`config.mk`:
```
export PLATFORM = sky130hd
export DESIGN_NAME = mips32_mem_arbiter_flat
export DESIGN_NICKNAME = d
export VERILOG_FILES = /design/src/rtl/mips32_mem_arbiter_if.sv /design/src/rtl/mips32_mem_arbiter.sv /design/src/flat_wrapper.sv
export SDC_FILE = /design/constraint.sdc
export NUM_CORES = 1
export LEC_CHECK = 0
export BUFFER_PORTS_ARGS = -buffer_cell sky130_fd_sc_hd__clkbuf_2
export CORE_MARGIN = 1
export CORE_UTILIZATION = 44
export DETAILED_ROUTE_END_ITERATION = 16
export GPL_ROUTABILITY_DRIVEN = 0
export GPL_TIMING_DRIVEN = 0
export HOLD_SLACK_MARGIN = 0.05
export PLACE_DENSITY = 0.85
export RECOVER_POWER = 50
export SLEW_MARGIN = 0
export SYNTH_ARGS = -nofsm -noshare
export SYNTH_HDL_FRONTEND = slang
export SYNTH_SLANG_ARGS = --single-unit
```
`constraint.sdc`:
```
create_clock -name clk1 -period 2.7 [get_ports clk1]
set_input_delay 0.135 -clock clk1 [delete_from_list [all_inputs] [get_ports clk1]]
set_output_delay 0.135 -clock clk1 [all_outputs]
set_load 0.01 [all_outputs]
```
`src/rtl/mips32_mem_arbiter_if.sv`:
```
// Request/response bundle between the pipeline's fetch (IF) and data (DM)
// ports and the shared-memory arbiter. Master = pipeline side, slave = arbiter.
interface mips32_mem_arbiter_if #(
  parameter int AW = 10,
  parameter int DW = 32
);
  logic          if_req;
  logic [AW-1:0] if_addr;
  logic          if_gnt;
  logic          if_rvalid;
  logic [DW-1:0] if_rdata;

  logic          dm_req;
  logic          dm_we;
  logic [AW-1:0] dm_addr;
  logic [DW-1:0] dm_wdata;
  logic          dm_gnt;
  logic          dm_rvalid;
  logic [DW-1:0] dm_rdata;

  modport master (
    output if_req, if_addr, dm_req, dm_we, dm_addr, dm_wdata,
    input  if_gnt, if_rvalid, if_rdata, dm_gnt, dm_rvalid, dm_rdata
  );

  modport slave (
    input  if_req, if_addr, dm_req, dm_we, dm_addr, dm_wdata,
    output if_gnt, if_rvalid, if_rdata, dm_gnt, dm_rvalid, dm_rdata
  );
endinterface

```
`src/rtl/mips32_mem_arbiter.sv`:
```
// Shares one single-port memory between fetch and data ports: data-priority
// grant with a fetch starvation guard, and a tag pipe that routes read data back.
module mips32_mem_arbiter #(
  parameter int AW         = 10,
  parameter int DW         = 32,
  parameter int LAT        = 2,
  parameter int STARVE_MAX = 4
) (
  input  logic                 clk1,
  input  logic                 rst,
  input  logic                 halted,
  mips32_mem_arbiter_if.slave  bus,
  output logic                 mem_en,
  output logic                 mem_we,
  output logic [AW-1:0]        mem_addr,
  output logic [DW-1:0]        mem_wdata,
  input  logic [DW-1:0]        mem_rdata,
  output logic                 busy
);

  localparam int SW = $clog2(STARVE_MAX + 1);
  localparam logic [SW-1:0] STARVE_LIM = SW'(STARVE_MAX);

  logic [SW-1:0]  starve_q, starve_d;
  logic           force_if, dm_win, if_win, if_gnt, dm_gnt;
  logic [LAT-1:0] tag_vld_q, tag_vld_d;
  logic [LAT-1:0] tag_port_q, tag_port_d;
  logic           if_rvalid_q, dm_rvalid_q;
  logic [DW-1:0]  if_rdata_q, dm_rdata_q;
  logic           resp_vld, resp_dm;

  // Arbitration is computed unmasked first so reset can kill both grants.
  always_comb begin
    force_if = (starve_q == STARVE_LIM) && bus.if_req && !halted;
    dm_win   = bus.dm_req && !force_if;
    if_win   = bus.if_req && !halted && !dm_win;
    dm_gnt   = dm_win && !rst;
    if_gnt   = if_win && !rst;
  end

  assign bus.if_gnt = if_gnt;
  assign bus.dm_gnt = dm_gnt;

  always_comb begin
    mem_en    = if_gnt || dm_gnt;
    mem_we    = 1'b0;
    mem_addr  = '0;
    mem_wdata = '0;
    if (dm_gnt) begin
      mem_we    = bus.dm_we;
      mem_addr  = bus.dm_addr;
      mem_wdata = bus.dm_wdata;
    end else if (if_gnt) begin
      mem_addr  = bus.if_addr;
    end
  end

  // Counts DM grants that overtook a waiting, unhalted fetch.
  always_comb begin
    starve_d = starve_q;
    if (if_gnt || !bus.if_req || halted) begin
      starve_d = '0;
    end else if (dm_gnt && (starve_q != STARVE_LIM)) begin
      starve_d = starve_q + SW'(1);
    end
  end

  assign tag_vld_d[0]  = mem_en && !mem_we;
  assign tag_port_d[0] = dm_gnt;

  generate
    for (genvar gi = 1; gi < LAT; gi++) begin : g_tag
      assign tag_vld_d[gi]  = tag_vld_q[gi-1];
      assign tag_port_d[gi] = tag_port_q[gi-1];
    end
  endgenerate

  assign resp_vld = tag_vld_q[LAT-1];
  assign resp_dm  = tag_port_q[LAT-1];

  always_ff @(posedge clk1) begin
    if (rst) begin
      starve_q    <= '0;
      tag_vld_q   <= '0;
      tag_port_q  <= '0;
      if_rvalid_q <= 1'b0;
      dm_rvalid_q <= 1'b0;
      if_rdata_q  <= '0;
      dm_rdata_q  <= '0;
    end else begin
      starve_q    <= starve_d;
      tag_vld_q   <= tag_vld_d;
      tag_port_q  <= tag_port_d;
      if_rvalid_q <= resp_vld && !resp_dm;
      dm_rvalid_q <= resp_vld && resp_dm;
      if (resp_vld && !resp_dm) begin
        if_rdata_q <= mem_rdata;
      end
      if (resp_vld && resp_dm) begin
        dm_rdata_q <= mem_rdata;
      end
    end
  end

  assign bus.if_rvalid = if_rvalid_q;
  assign bus.if_rdata  = if_rdata_q;
  assign bus.dm_rvalid = dm_rvalid_q;
  assign bus.dm_rdata  = dm_rdata_q;
  assign busy          = |tag_vld_q;

endmodule

```
`src/flat_wrapper.sv`:
```
// flat-port wrapper written by rule: the top's interface ports become plain ports
module mips32_mem_arbiter_flat 
#(
  parameter int AW         = 10,
  parameter int DW         = 32,
  parameter int LAT        = 2,
  parameter int STARVE_MAX = 4
)
  (clk1, rst, halted, mem_en, mem_we, mem_addr, mem_wdata, mem_rdata, busy, bus_if_req, bus_if_addr, bus_dm_req, bus_dm_we, bus_dm_addr, bus_dm_wdata, bus_if_gnt, bus_if_rvalid, bus_if_rdata, bus_dm_gnt, bus_dm_rvalid, bus_dm_rdata);
  mips32_mem_arbiter_if #(.AW(AW), .DW(DW)) bus_i ();
  input  logic clk1;
  input  logic rst;
  input  logic halted;
  output logic mem_en;
  output logic mem_we;
  output logic [AW-1:0] mem_addr;
  output logic [DW-1:0] mem_wdata;
  input  logic [DW-1:0] mem_rdata;
  output logic busy;
  input wire logic [$bits(bus_i.if_req)-1:0] bus_if_req;
  input wire logic [$bits(bus_i.if_addr)-1:0] bus_if_addr;
  input wire logic [$bits(bus_i.dm_req)-1:0] bus_dm_req;
  input wire logic [$bits(bus_i.dm_we)-1:0] bus_dm_we;
  input wire logic [$bits(bus_i.dm_addr)-1:0] bus_dm_addr;
  input wire logic [$bits(bus_i.dm_wdata)-1:0] bus_dm_wdata;
  output wire logic [$bits(bus_i.if_gnt)-1:0] bus_if_gnt;
  output wire logic [$bits(bus_i.if_rvalid)-1:0] bus_if_rvalid;
  output wire logic [$bits(bus_i.if_rdata)-1:0] bus_if_rdata;
  output wire logic [$bits(bus_i.dm_gnt)-1:0] bus_dm_gnt;
  output wire logic [$bits(bus_i.dm_rvalid)-1:0] bus_dm_rvalid;
  output wire logic [$bits(bus_i.dm_rdata)-1:0] bus_dm_rdata;
  assign bus_i.if_req = bus_if_req;
  assign bus_i.if_addr = bus_if_addr;
  assign bus_i.dm_req = bus_dm_req;
  assign bus_i.dm_we = bus_dm_we;
  assign bus_i.dm_addr = bus_dm_addr;
  assign bus_i.dm_wdata = bus_dm_wdata;
  assign bus_if_gnt = bus_i.if_gnt;
  assign bus_if_rvalid = bus_i.if_rvalid;
  assign bus_if_rdata = bus_i.if_rdata;
  assign bus_dm_gnt = bus_i.dm_gnt;
  assign bus_dm_rvalid = bus_i.dm_rvalid;
  assign bus_dm_rdata = bus_i.dm_rdata;
  mips32_mem_arbiter #(.AW(AW), .DW(DW), .LAT(LAT), .STARVE_MAX(STARVE_MAX)) u_core (.clk1(clk1), .rst(rst), .halted(halted), .bus(bus_i), .mem_en(mem_en), .mem_we(mem_we), .mem_addr(mem_addr), .mem_wdata(mem_wdata), .mem_rdata(mem_rdata), .busy(busy));
endmodule
```
==> impl_metrics.py <==
metrics = {
    "logic_synthesis": {
        "synth_area_leaders": "dfxtp_1, nand2_1, a21oi_1",
        "post_synth_instance_area_um2": 2920,
        "synth.net_count": 457,
        "synth_seq_cells": 73,
        "yosys_warnings": 0,
        "yosys.area.top_type_share_pct": 50.1,
        "ys_types": 25,
        "avgSynthCellArea_um2": 8.00,
        "ys_seq_area_share_pct": 50.1,
        "syn_inst": 365,
        "synth_top_area_cell": "dfxtp_1",
    },
    "clock_network": {
        "cts_max_path_buffers": 2,
        "ctsResizeCount": 0,
        "cts_setup_buffers": 0,
        "clock_latency_ps": 350,
        "cts-root-buf": "clkbuf_8",
        "cts_max_level": 3,
        "cts.sinks": 73,
        "clk_pin_slew_worst_paths_ps": 70,
        "cts_tree": "yes",
        "numCtsBuffers": 9,
    },
    "pwr": {
        "p_leak_nw": 1.95,
        "comb_power_share_pct": 12.1,
        "intPower_mw": 1.88,
        "p_clk_share_pct": 42.3,
        "swShare_pct": 22.7,
        "p_seq_share_pct": 45.6,
        "ir_worst_vdd_v": 0.000466,
        "power_density_nw_per_um2": 541,
        "power.switching_uw": 550,
    },
    "setup_path": {
        "r2r_slack_ps": 1220,
        "critPathCaptureType": "output port",
        "worstPathMaxFanout": 10,
        "cp-start-kind": "flip-flop",
        "crit_chain": "inv_1 > ha_1 > nand2_1 > a211oi_2 > buf_4 > a22o_1 > clkbuf_2",
        "max_stage_delay_ps": 320,
        "cp_top_family": "compound AO/OA/AOI/OAI gates",
        "cp_slowest_cell": "dfxtp_1",
        "crit_buf_inv": 3,
        "rr_worst_depth": 5,
        "worst-endpoint-required_ps": 2570,
        "r2r_start": "u_core.tag_vld_q[1]",
        "arrival_ps": 1880,
        "cp.depth": 7,
        "critical_path_class": "reg2out",
        "crit_start": "u_core.starve_q[0]",
    },
    "timing": {
        "final-setup-viol-count": 0,
        "rsz0062_at_grt": "false",
        "hold_viol": 0,
        "fmaxAchievable_mhz": 496,
        "finClkSkew_ps": 11.3,
        "finalSetupTns_ps": 0,
        "timing.final.crit_share_pct": 74.7,
        "worstMarginPinSlew_ps": 626,
        "maxSlewHeadroom_pct": 58.3,
        "period_needed_ps": 2020,
        "slew_viol_final": 0,
    },
    "min_path": {
        "hp-start": "bus_dm_we",
        "hold_class": "in2reg",
        "holdPathStages": 3,
    },
    "global_route": {
        "grt_pass1_vias": 3112,
        "grt-ovfl-total": 0,
        "grtUsageMet2_pct": 51.6,
        "met3_usage_pct": 4.65,
        "top_usage_layer": "met2",
        "gr-usage-all-layers_pct": 26.3,
        "grt_antenna_before_repair": 0,
        "gr-usage-met1_pct": 27.0,
        "grt_max_degree": 13,
        "grt_pass1_wl_um": 14500,
    },
    "cells_and_area": {
        "n_fill_cell": 548,
        "drive_above_1_share_pct": 27.1,
        "layout_common_cells": "clkbuf_2, nand2_1, clkbuf_1, dfxtp_1, a21oi_1",
        "utilization_pct": 70.3,
        "final_common_cell": "clkbuf_2",
        "syn2layout_area_growth_pct": 53.8,
        "diodes": 0,
        "layout.nets": 701,
        "final_cells": 690,
    },
    "drt": {
        "wl_per_cell_um": 13.8,
        "drc": 0,
        "routed_wl_um": 9540,
        "viasPerCell": 4.89,
        "drt_iter0_drc": 108,
        "antenna_left": 0,
        "vias": 3376,
        "drtPass1Iterations": 4,
    },
    "floorplan": {
        "start_util_pct": 45.7,
        "fp-row-count": 29,
        "pin_count": 203,
        "core-area_um2": 6390,
        "die_area_um2": 6960,
        "die_w_um": 83.5,
        "fp.dieH_um": 83.5,
    },
    "outcome": {
        "status": "finished, final reports clean",
    },
    "placement": {
        "place_inst": 643,
        "hpwl_um": 6800,
        "port_buffers": 201,
    },
    "job": {
        "drv_cap": 0,
    },
}
per-stage QoR:
stage	setup WS (ps)	power (mW)	hold slack (ps)	instance area, um^2
global placement	1080	1.39	374	4020
CTS	645	2.44	53.4	4570
detailed placement	1020	1.39	378	4020
global route	541	2.51	66.6	4490
floorplan	1300	1.25	271	2920
finish	682	2.43	68.8	4490
worst min-delay path: cells and delay by family:
family                 cells  cell delay [ps]
AO/OA/AOI/OAI              1               90
buffers and inverters      2              150
cell usage after synthesis (all sizes together):
cell,number
nand2,130
dfxtp,73
a21oi,65
and2,34
buf,19
a22o,10
clkbuf,10
nor2b,4
inv,3
nor2,3
and3,2
ha,2
nand2b,2
o21a,2
a211oi,1
a21o,1
mux2i,1
nor4b,1
o21bai,1
or2,1
worst paths after layout:
| check | to |
|---|---|
| max | mem_addr[3] |
| min | u_core.tag_vld_q[0] |
| max reg2reg | u_core.bus.if_rdata[10] |
| min reg2reg | u_core.tag_port_q[1] |
area by class of cell:
class | instances | area [um^2] | share of cell area (%)
tap | 77 | 96.3 | 2.15
inverter | 3 | 11.3 | 0.251
clock buffer | 10 | 138 | 3.06
multi-input combinational | 260 | 1280 | 28.6
sequential | 73 | 1460 | 32.5
timing repair buffer | 233 | 1240 | 27.7
buffer | 29 | 155 | 3.46
clock inverter | 5 | 104 | 2.31
kinds of logic after synthesis:
group | share of synthesized area (%)
AOI/OAI and AO/OA | 15.6
adders and majority gates | 0.857
buffers and inverters | 6.00
DFF | 50.1
muxes | 0.343
and+or+nand+nor | 27.1
power groups by stage:
stage / clock [mW] / sequential (mW) / combinational [mW]
global route: 1.08 / 1.11 / 0.317
detailed placement: 0 / 1.13 / 0.259
global placement: 0 / 1.13 / 0.255
CTS: 1.03 / 1.11 / 0.295
floorplan: 0 / 1.14 / 0.111
finish: 1.03 / 1.11 / 0.294
per-layer routing:
layer  share of wire (%)  routed length [um]
met1                  37                3560
met2                  53                5100
met3                 6.4                 613
met4                 2.8                 265
met5                   0                   0
state kept, by name, summed over array words and instances (netlist names):
signal	cells
u_core.tag_port_q	2
u_core.bus.dm_rvalid	1
u_core.starve_q	3
u_core.tag_vld_q	2
u_core.bus.if_rvalid	1
u_core.bus.if_rdata	32
u_core.bus.dm_rdata	32
what timing repair did:
item                                   CTS  global route
hold buffers                            31             1
setup endpoints to repair                0             0
endpoints found under the hold margin   60             1
Power figures use the tool's default switching activity.
